**src/rtl/grid_adc_sched.sv**
```systemverilog
// ADC sample scheduler: per-channel block averaging into a 16-entry FWFT FIFO behind an Avalon-MM CSR port.
// Define GRID_ADC_SCHED_AVG_EN to build the averaging accumulators; otherwise every accepted sample is queued directly.
module grid_adc_sched (
  input  logic        csi_MCLK_clk,
  input  logic        rsi_MRST_reset,
  input  logic [2:0]  avs_ctrl_address,
  input  logic [31:0] avs_ctrl_writedata,
  input  logic [3:0]  avs_ctrl_byteenable,
  input  logic        avs_ctrl_write,
  input  logic        avs_ctrl_read,
  output logic [31:0] avs_ctrl_readdata,
  output logic        avs_ctrl_waitrequest,
  input  logic [3:0]  asi_adc_channel,
  input  logic [15:0] asi_adc_data,
  input  logic        asi_adc_valid,
  output logic        asi_adc_ready,
  output logic        ins_irq_irq
);

  localparam logic [31:0] MOD_SIZE = 32'd32;
  localparam logic [31:0] MOD_ID   = 32'hEA68_0010;

  logic        enable_q;
  logic [2:0]  avg_log2;
  logic [15:0] ch_mask_q;
  logic [4:0]  irq_thresh_q;
  logic        overflow_q;
  logic [4:0]  level_q;
  logic [3:0]  wr_ptr_q, rd_ptr_q;
  logic [19:0] fifo_mem [16];
  logic [31:0] readdata_q, readdata_d;
  logic        irq_q;

  logic        wr_ctrl, wr_mask, wr_status, wr_thresh, cfg_wr, rd_fifo;
  logic        accept, push, do_push, do_pop, drop;
  logic [19:0] push_data;

  assign avs_ctrl_waitrequest = 1'b0;
  assign asi_adc_ready        = 1'b1;
  assign avs_ctrl_readdata    = readdata_q;
  assign ins_irq_irq          = irq_q;

  assign wr_ctrl   = avs_ctrl_write && (avs_ctrl_address == 3'd2);
  assign wr_mask   = avs_ctrl_write && (avs_ctrl_address == 3'd3);
  assign wr_status = avs_ctrl_write && (avs_ctrl_address == 3'd4);
  assign wr_thresh = avs_ctrl_write && (avs_ctrl_address == 3'd6);
  assign rd_fifo   = avs_ctrl_read  && (avs_ctrl_address == 3'd5);
  assign cfg_wr    = wr_ctrl || wr_mask;

  // A configuration write wins over a coincident sample so no stale setting mixes into an average.
  assign accept = asi_adc_valid && enable_q && ch_mask_q[asi_adc_channel] && !cfg_wr;

  always_ff @(posedge csi_MCLK_clk or posedge rsi_MRST_reset) begin
    if (rsi_MRST_reset) begin
      enable_q     <= 1'b0;
      ch_mask_q    <= 16'hFFFF;
      irq_thresh_q <= 5'd0;
    end else begin
      if (wr_ctrl && avs_ctrl_byteenable[0]) enable_q <= avs_ctrl_writedata[0];
      if (wr_mask) begin
        if (avs_ctrl_byteenable[0]) ch_mask_q[7:0]  <= avs_ctrl_writedata[7:0];
        if (avs_ctrl_byteenable[1]) ch_mask_q[15:8] <= avs_ctrl_writedata[15:8];
      end
      if (wr_thresh && avs_ctrl_byteenable[0]) irq_thresh_q <= avs_ctrl_writedata[4:0];
    end
  end

`ifdef GRID_ADC_SCHED_AVG_EN
  logic [2:0]  avg_log2_q;
  logic [22:0] acc_q [16];
  logic [7:0]  cnt_q [16];
  logic [22:0] acc_sum, acc_shifted;
  logic [7:0]  cnt_next;
  logic        avg_done;

  assign avg_log2    = avg_log2_q;
  assign acc_sum     = acc_q[asi_adc_channel] + {7'd0, asi_adc_data};
  assign acc_shifted = acc_sum >> avg_log2_q;
  assign cnt_next    = cnt_q[asi_adc_channel] + 8'd1;
  assign avg_done    = (cnt_next == (8'd1 << avg_log2_q));
  assign push        = accept && avg_done;
  assign push_data   = {asi_adc_channel, acc_shifted[15:0]};

  always_ff @(posedge csi_MCLK_clk or posedge rsi_MRST_reset) begin
    if (rsi_MRST_reset) begin
      avg_log2_q <= 3'd0;
      for (int i = 0; i < 16; i++) begin
        acc_q[i] <= 23'd0;
        cnt_q[i] <= 8'd0;
      end
    end else if (cfg_wr) begin
      if (wr_ctrl && avs_ctrl_byteenable[1]) avg_log2_q <= avs_ctrl_writedata[10:8];
      for (int i = 0; i < 16; i++) begin
        acc_q[i] <= 23'd0;
        cnt_q[i] <= 8'd0;
      end
    end else if (accept) begin
      // A completed block clears its channel even when the FIFO drops the result.
      acc_q[asi_adc_channel] <= avg_done ? 23'd0 : acc_sum;
      cnt_q[asi_adc_channel] <= avg_done ? 8'd0  : cnt_next;
    end
  end
`else
  assign avg_log2  = 3'd0;
  assign push      = accept;
  assign push_data = {asi_adc_channel, asi_adc_data};
`endif

  assign do_pop  = rd_fifo && (level_q != 5'd0);
  assign do_push = push && ((level_q != 5'd16) || do_pop);
  assign drop    = push && (level_q == 5'd16) && !do_pop;

  // NOTE: FIFO storage has no reset; level and pointers alone define which entries are valid.
  always_ff @(posedge csi_MCLK_clk) begin
    if (do_push) fifo_mem[wr_ptr_q] <= push_data;
  end

  always_ff @(posedge csi_MCLK_clk or posedge rsi_MRST_reset) begin
    if (rsi_MRST_reset) begin
      wr_ptr_q   <= 4'd0;
      rd_ptr_q   <= 4'd0;
      level_q    <= 5'd0;
      overflow_q <= 1'b0;
    end else begin
      if (do_push) wr_ptr_q <= wr_ptr_q + 4'd1;
      if (do_pop)  rd_ptr_q <= rd_ptr_q + 4'd1;
      case ({do_push, do_pop})
        2'b10:   level_q <= level_q + 5'd1;
        2'b01:   level_q <= level_q - 5'd1;
        default: level_q <= level_q;
      endcase
      if (drop)
        overflow_q <= 1'b1;
      else if (wr_status && avs_ctrl_byteenable[1] && avs_ctrl_writedata[8])
        overflow_q <= 1'b0;
    end
  end

  always_comb begin
    readdata_d = 32'd0;
    case (avs_ctrl_address)
      3'd0: readdata_d = MOD_SIZE;
      3'd1: readdata_d = MOD_ID;
      3'd2: readdata_d = {21'd0, avg_log2, 7'd0, enable_q};
      3'd3: readdata_d = {16'd0, ch_mask_q};
      3'd4: readdata_d = {15'd0, (level_q == 5'd0), 7'd0, overflow_q, 3'd0, level_q};
      3'd5: readdata_d = (level_q != 5'd0) ? {12'd0, fifo_mem[rd_ptr_q]} : 32'd0;
      3'd6: readdata_d = {27'd0, irq_thresh_q};
      default: readdata_d = 32'd0;
    endcase
  end

  always_ff @(posedge csi_MCLK_clk or posedge rsi_MRST_reset) begin
    if (rsi_MRST_reset) begin
      readdata_q <= 32'd0;
      irq_q      <= 1'b0;
    end else begin
      if (avs_ctrl_read) readdata_q <= readdata_d;
      irq_q <= ((irq_thresh_q != 5'd0) && (level_q >= irq_thresh_q)) || overflow_q;
    end
  end

  logic unused_bits;
  assign unused_bits = ^{avs_ctrl_writedata[31:16], avs_ctrl_byteenable[3:2]};

endmodule

```
**config.mk**
```make
export PLATFORM = sky130hd
export DESIGN_NAME = grid_adc_sched
export DESIGN_NICKNAME = d
export VERILOG_FILES = /design/src/rtl/grid_adc_sched.sv
export SDC_FILE = /design/constraint.sdc
export NUM_CORES = 1
export LEC_CHECK = 0
export CAP_MARGIN = 20
export CORE_MARGIN = 8
export CORE_UTILIZATION = 50
export DETAILED_ROUTE_END_ITERATION = 12
export DONT_BUFFER_PORTS = 1
export GPL_TIMING_DRIVEN = 0
export PLACE_DENSITY = 0.71
export SLEW_MARGIN = 20
export SYNTH_ARGS = -nofsm -noshare
export SYNTH_HDL_FRONTEND = slang
export SYNTH_SLANG_ARGS = --single-unit
```
**constraint.sdc**
```tcl
create_clock -name csi_MCLK_clk -period 9.1 [get_ports csi_MCLK_clk]
set_clock_uncertainty 0.1 [all_clocks]
set_input_delay 1.82 -clock csi_MCLK_clk [delete_from_list [all_inputs] [get_ports csi_MCLK_clk]]
set_output_delay 1.82 -clock csi_MCLK_clk [all_outputs]
set_load 0.02 [all_outputs]
```
==> metrics <==
Avg Inst Size Synth 20.7 um^2; CP Cell Sequence buf_2, mux4_2, nor2_1, nor4_2, o21ba_2, buf_2, nand2_1, nor3_2, buf_6, buf_4; Max Clk Rate 232 MHz; Unique masters post-synth 45; top cell type by total area after synthesis edfxtp_1; n_diodes 0; Hold Worst Slack 0.410 ns; CTS tree built; Worst Hold Depth 2; clock sinks 378; synth cell count leaders edfxtp_1 (320), mux4_2 (82), dfrtp_1 (42), mux2_2 (22); Final Cycle Share 0.474; RSZ-0062 raised after global routing false; min-delay src overflow_q; ranking of synthesized cells by area edfxtp_1 (63%), mux4_2 (12%), dfrtp_1 (6.9%); Seq/Total Area, Yosys 0.724; first-pass GRT wire length 51800 um; grt total ovfl 0; Top delay family on crit path simple AND/OR/NAND/NOR gates; Hold EP overflow_q; latest clock arrival within the worst-skew pair 0.53 ns; Ports 99; DRC 0; post_cts resized 0; most frequent CP cell buf_2; 1st-iter DRT viols 702; Yosys warning count 0; Vias 7523; Max clock buf depth 3; Fin Setup TNS 0 ns; P&R area growth vs syn 11.5%; drt pass-1 iters 5; Placed Cells 1142; Buf+Inv Stages, Crit Path 4; critical path's slowest cell nor4_2; via/cell ratio 6.21; status completed; total track usage 0.194; final non-filler cell total 1211; RR Endpoint fifo_mem[3][12]; Final Core Density 0.563; most common cell in the synthesized netlist edfxtp_1; share of cells above drive strength 1 0.276; drt total wl 34900 um; setup slack, reg-to-reg 5.75 ns; DIE AREA 0.0365 mm^2; Synth Cell Area 0.0153 mm^2; Synth async-reset ratio 0.153; gpl congestion 0.913; Critical Path AT 4.45 ns; crit path max fanout 17; H-tree depth 2; PD cells 277 mW/mm^2; worst hold-check path type reg2reg; routed len/inst 28.8 um; Pleak 5.80 nW; Worst Path Required 9.23 ns; top-area cell type share of the netlist area 0.628; Port Buffers 0; post-DP HPWL 21900 um; VDD IR max 0.147 mV; FF+latch count, synth 378; Root Driver clkbuf_16; fillers 2221; Overall Power 4.74 mW; max-cap violation count 0; initial core utilization 0.504; crit path time final 4.32 ns; largest net degree at the start of global routing 59; core region area 0.0303 mm^2; number of synthesized flops with an enable pin 320; final setup vio count 0; vias in the first global route 7942; Core Rows 64; clock-pin slew on the worst setup and hold paths 0.06 ns; Synth Flop Type edfxtp_1; Slew @ Worst Pin 0.967 ns; CTS Buf Count 40; Post-CTS Hold Fix Bufs 0; DRT antenna net count 0; critical path's largest stage delay 0.53 ns; Post-CTS Setup Bufs 0; die width 191 um; initial antenna violation count 1; startpoint types primary input; crit end category flop; Max-Slew Margin vs Limit 0.355; worst reg-to-reg path cell count 9; WS Path Type in2reg; # nets final 866; die height 191 um; Worst R2R Start ch_mask_q[3]; Gate Count Post-Synth 738; Final Hold Fails 0; fin. max-slew vios 0
## layout make-up
| class | count | area, um^2 | share of cell area |
|---|---|---|---|
| plain buffers | 47 | 288 | 0.0169 |
| clock buffers | 48 | 1030 | 0.0604 |
| clock inverters | 21 | 164 | 0.00960 |
| inverters | 9 | 36.3 | 0.00213 |
| multi-input cells | 309 | 3950 | 0.231 |
| flip-flops and latches | 378 | 11100 | 0.649 |
| well taps | 396 | 495 | 0.0290 |
| repair buffers | 3 | 30.0 | 0.00176 |
## power breakdown
part | internal [mW] | leakage, nW | switching (mW) | total, mW
logic | 0.569 | 1.63 | 0.567 | 1.14
clock network | 0.864 | 0.588 | 0.636 | 1.50
registers | 1.99 | 3.59 | 0.112 | 2.10
## layout by cell type, fill, tap and decap left out, types with 10 or more instances in the layout
cell / count
dfrtp_1: 42
clkbuf_16: 40
mux4_1: 20
buf_4: 15
nor2_1: 12
edfxtp_1: 320
and3_2: 15
mux2_2: 22
ha_1: 13
mux4_2: 82
and2_1: 10
nand2_1: 20
dfstp_2: 16
a221o_1: 17
clkbuf_1: 25
## cell families (layout without fill, tap and decap cells)
| logic type | Yosys count | in the layout | synth area share |
|---|---|---|---|
| other | 2 | 7 | 0.000491 |
| buffers and inverters | 56 | 128 | 0.0209 |
| xor gates and xnor gates | 10 | 10 | 0.00572 |
| and+or+nand+nor | 92 | 92 | 0.0333 |
| muxes | 128 | 128 | 0.174 |
| AOI/OAI and AO/OA | 58 | 58 | 0.0293 |
| DFF | 378 | 378 | 0.724 |
| adders and majority gates | 14 | 14 | 0.0119 |
## worst max-delay path by stage
stage,from,to,depth (start not counted),slack (ns)
detailed placement,asi_adc_channel[2],fifo_mem[3][12],10,4.28
global route,asi_adc_channel[2],level_q[4],11,4.65
finish,asi_adc_channel[2],fifo_mem[3][12],10,4.78
CTS,asi_adc_channel[2],fifo_mem[3][12],10,4.83
floorplan,asi_adc_channel[2],fifo_mem[3][0],8,4.06
global placement,asi_adc_channel[2],fifo_mem[3][11],8,2.05
## sequential cells by signal (all words and copies together) (netlist names), 4 cells and up
register,count
avs_ctrl_readdata,21
wr_ptr_q,4
level_q,5
rd_ptr_q,4
irq_thresh_q,5
ch_mask_q,16
fifo_mem,320
## per-stage QoR
stage | setup WS (ns) | area [um^2]
6_report | 4.78 | 17100
3_3_place_gp | 2.05 | 15800
2_1_floorplan | 4.06 | 15300
5_1_grt | 4.65 | 17100
3_5_place_dp | 4.28 | 15900
4_1_cts | 4.83 | 17100
## metal layers
| metal | GRT usage | routed length (um) | share of wire | vias to the layer above |
|---|---|---|---|---|
| li1 | - | - | - | 3148 |
| met1 | 0.247 | 13600 | 0.39 | 3942 |
| met2 | 0.325 | 17500 | 0.50 | 362 |
| met3 | 0.0469 | 3010 | 0.086 | 69 |
| met4 | 0.0597 | 805 | 0.023 | 2 |
| met5 | 0 | 13 | 0.00037 | - |
## worst reg2reg max path, delay by kind of cell (launching register included)
family,cells,cell delay (ns)
multiplexers,1,0.24
flip-flops,1,0.56
AO/OA/AOI/OAI,1,0.31
AND/OR/NAND/NOR,4,1.19
buffers and inverters,3,0.65
Power figures use the tool's default switching activity.
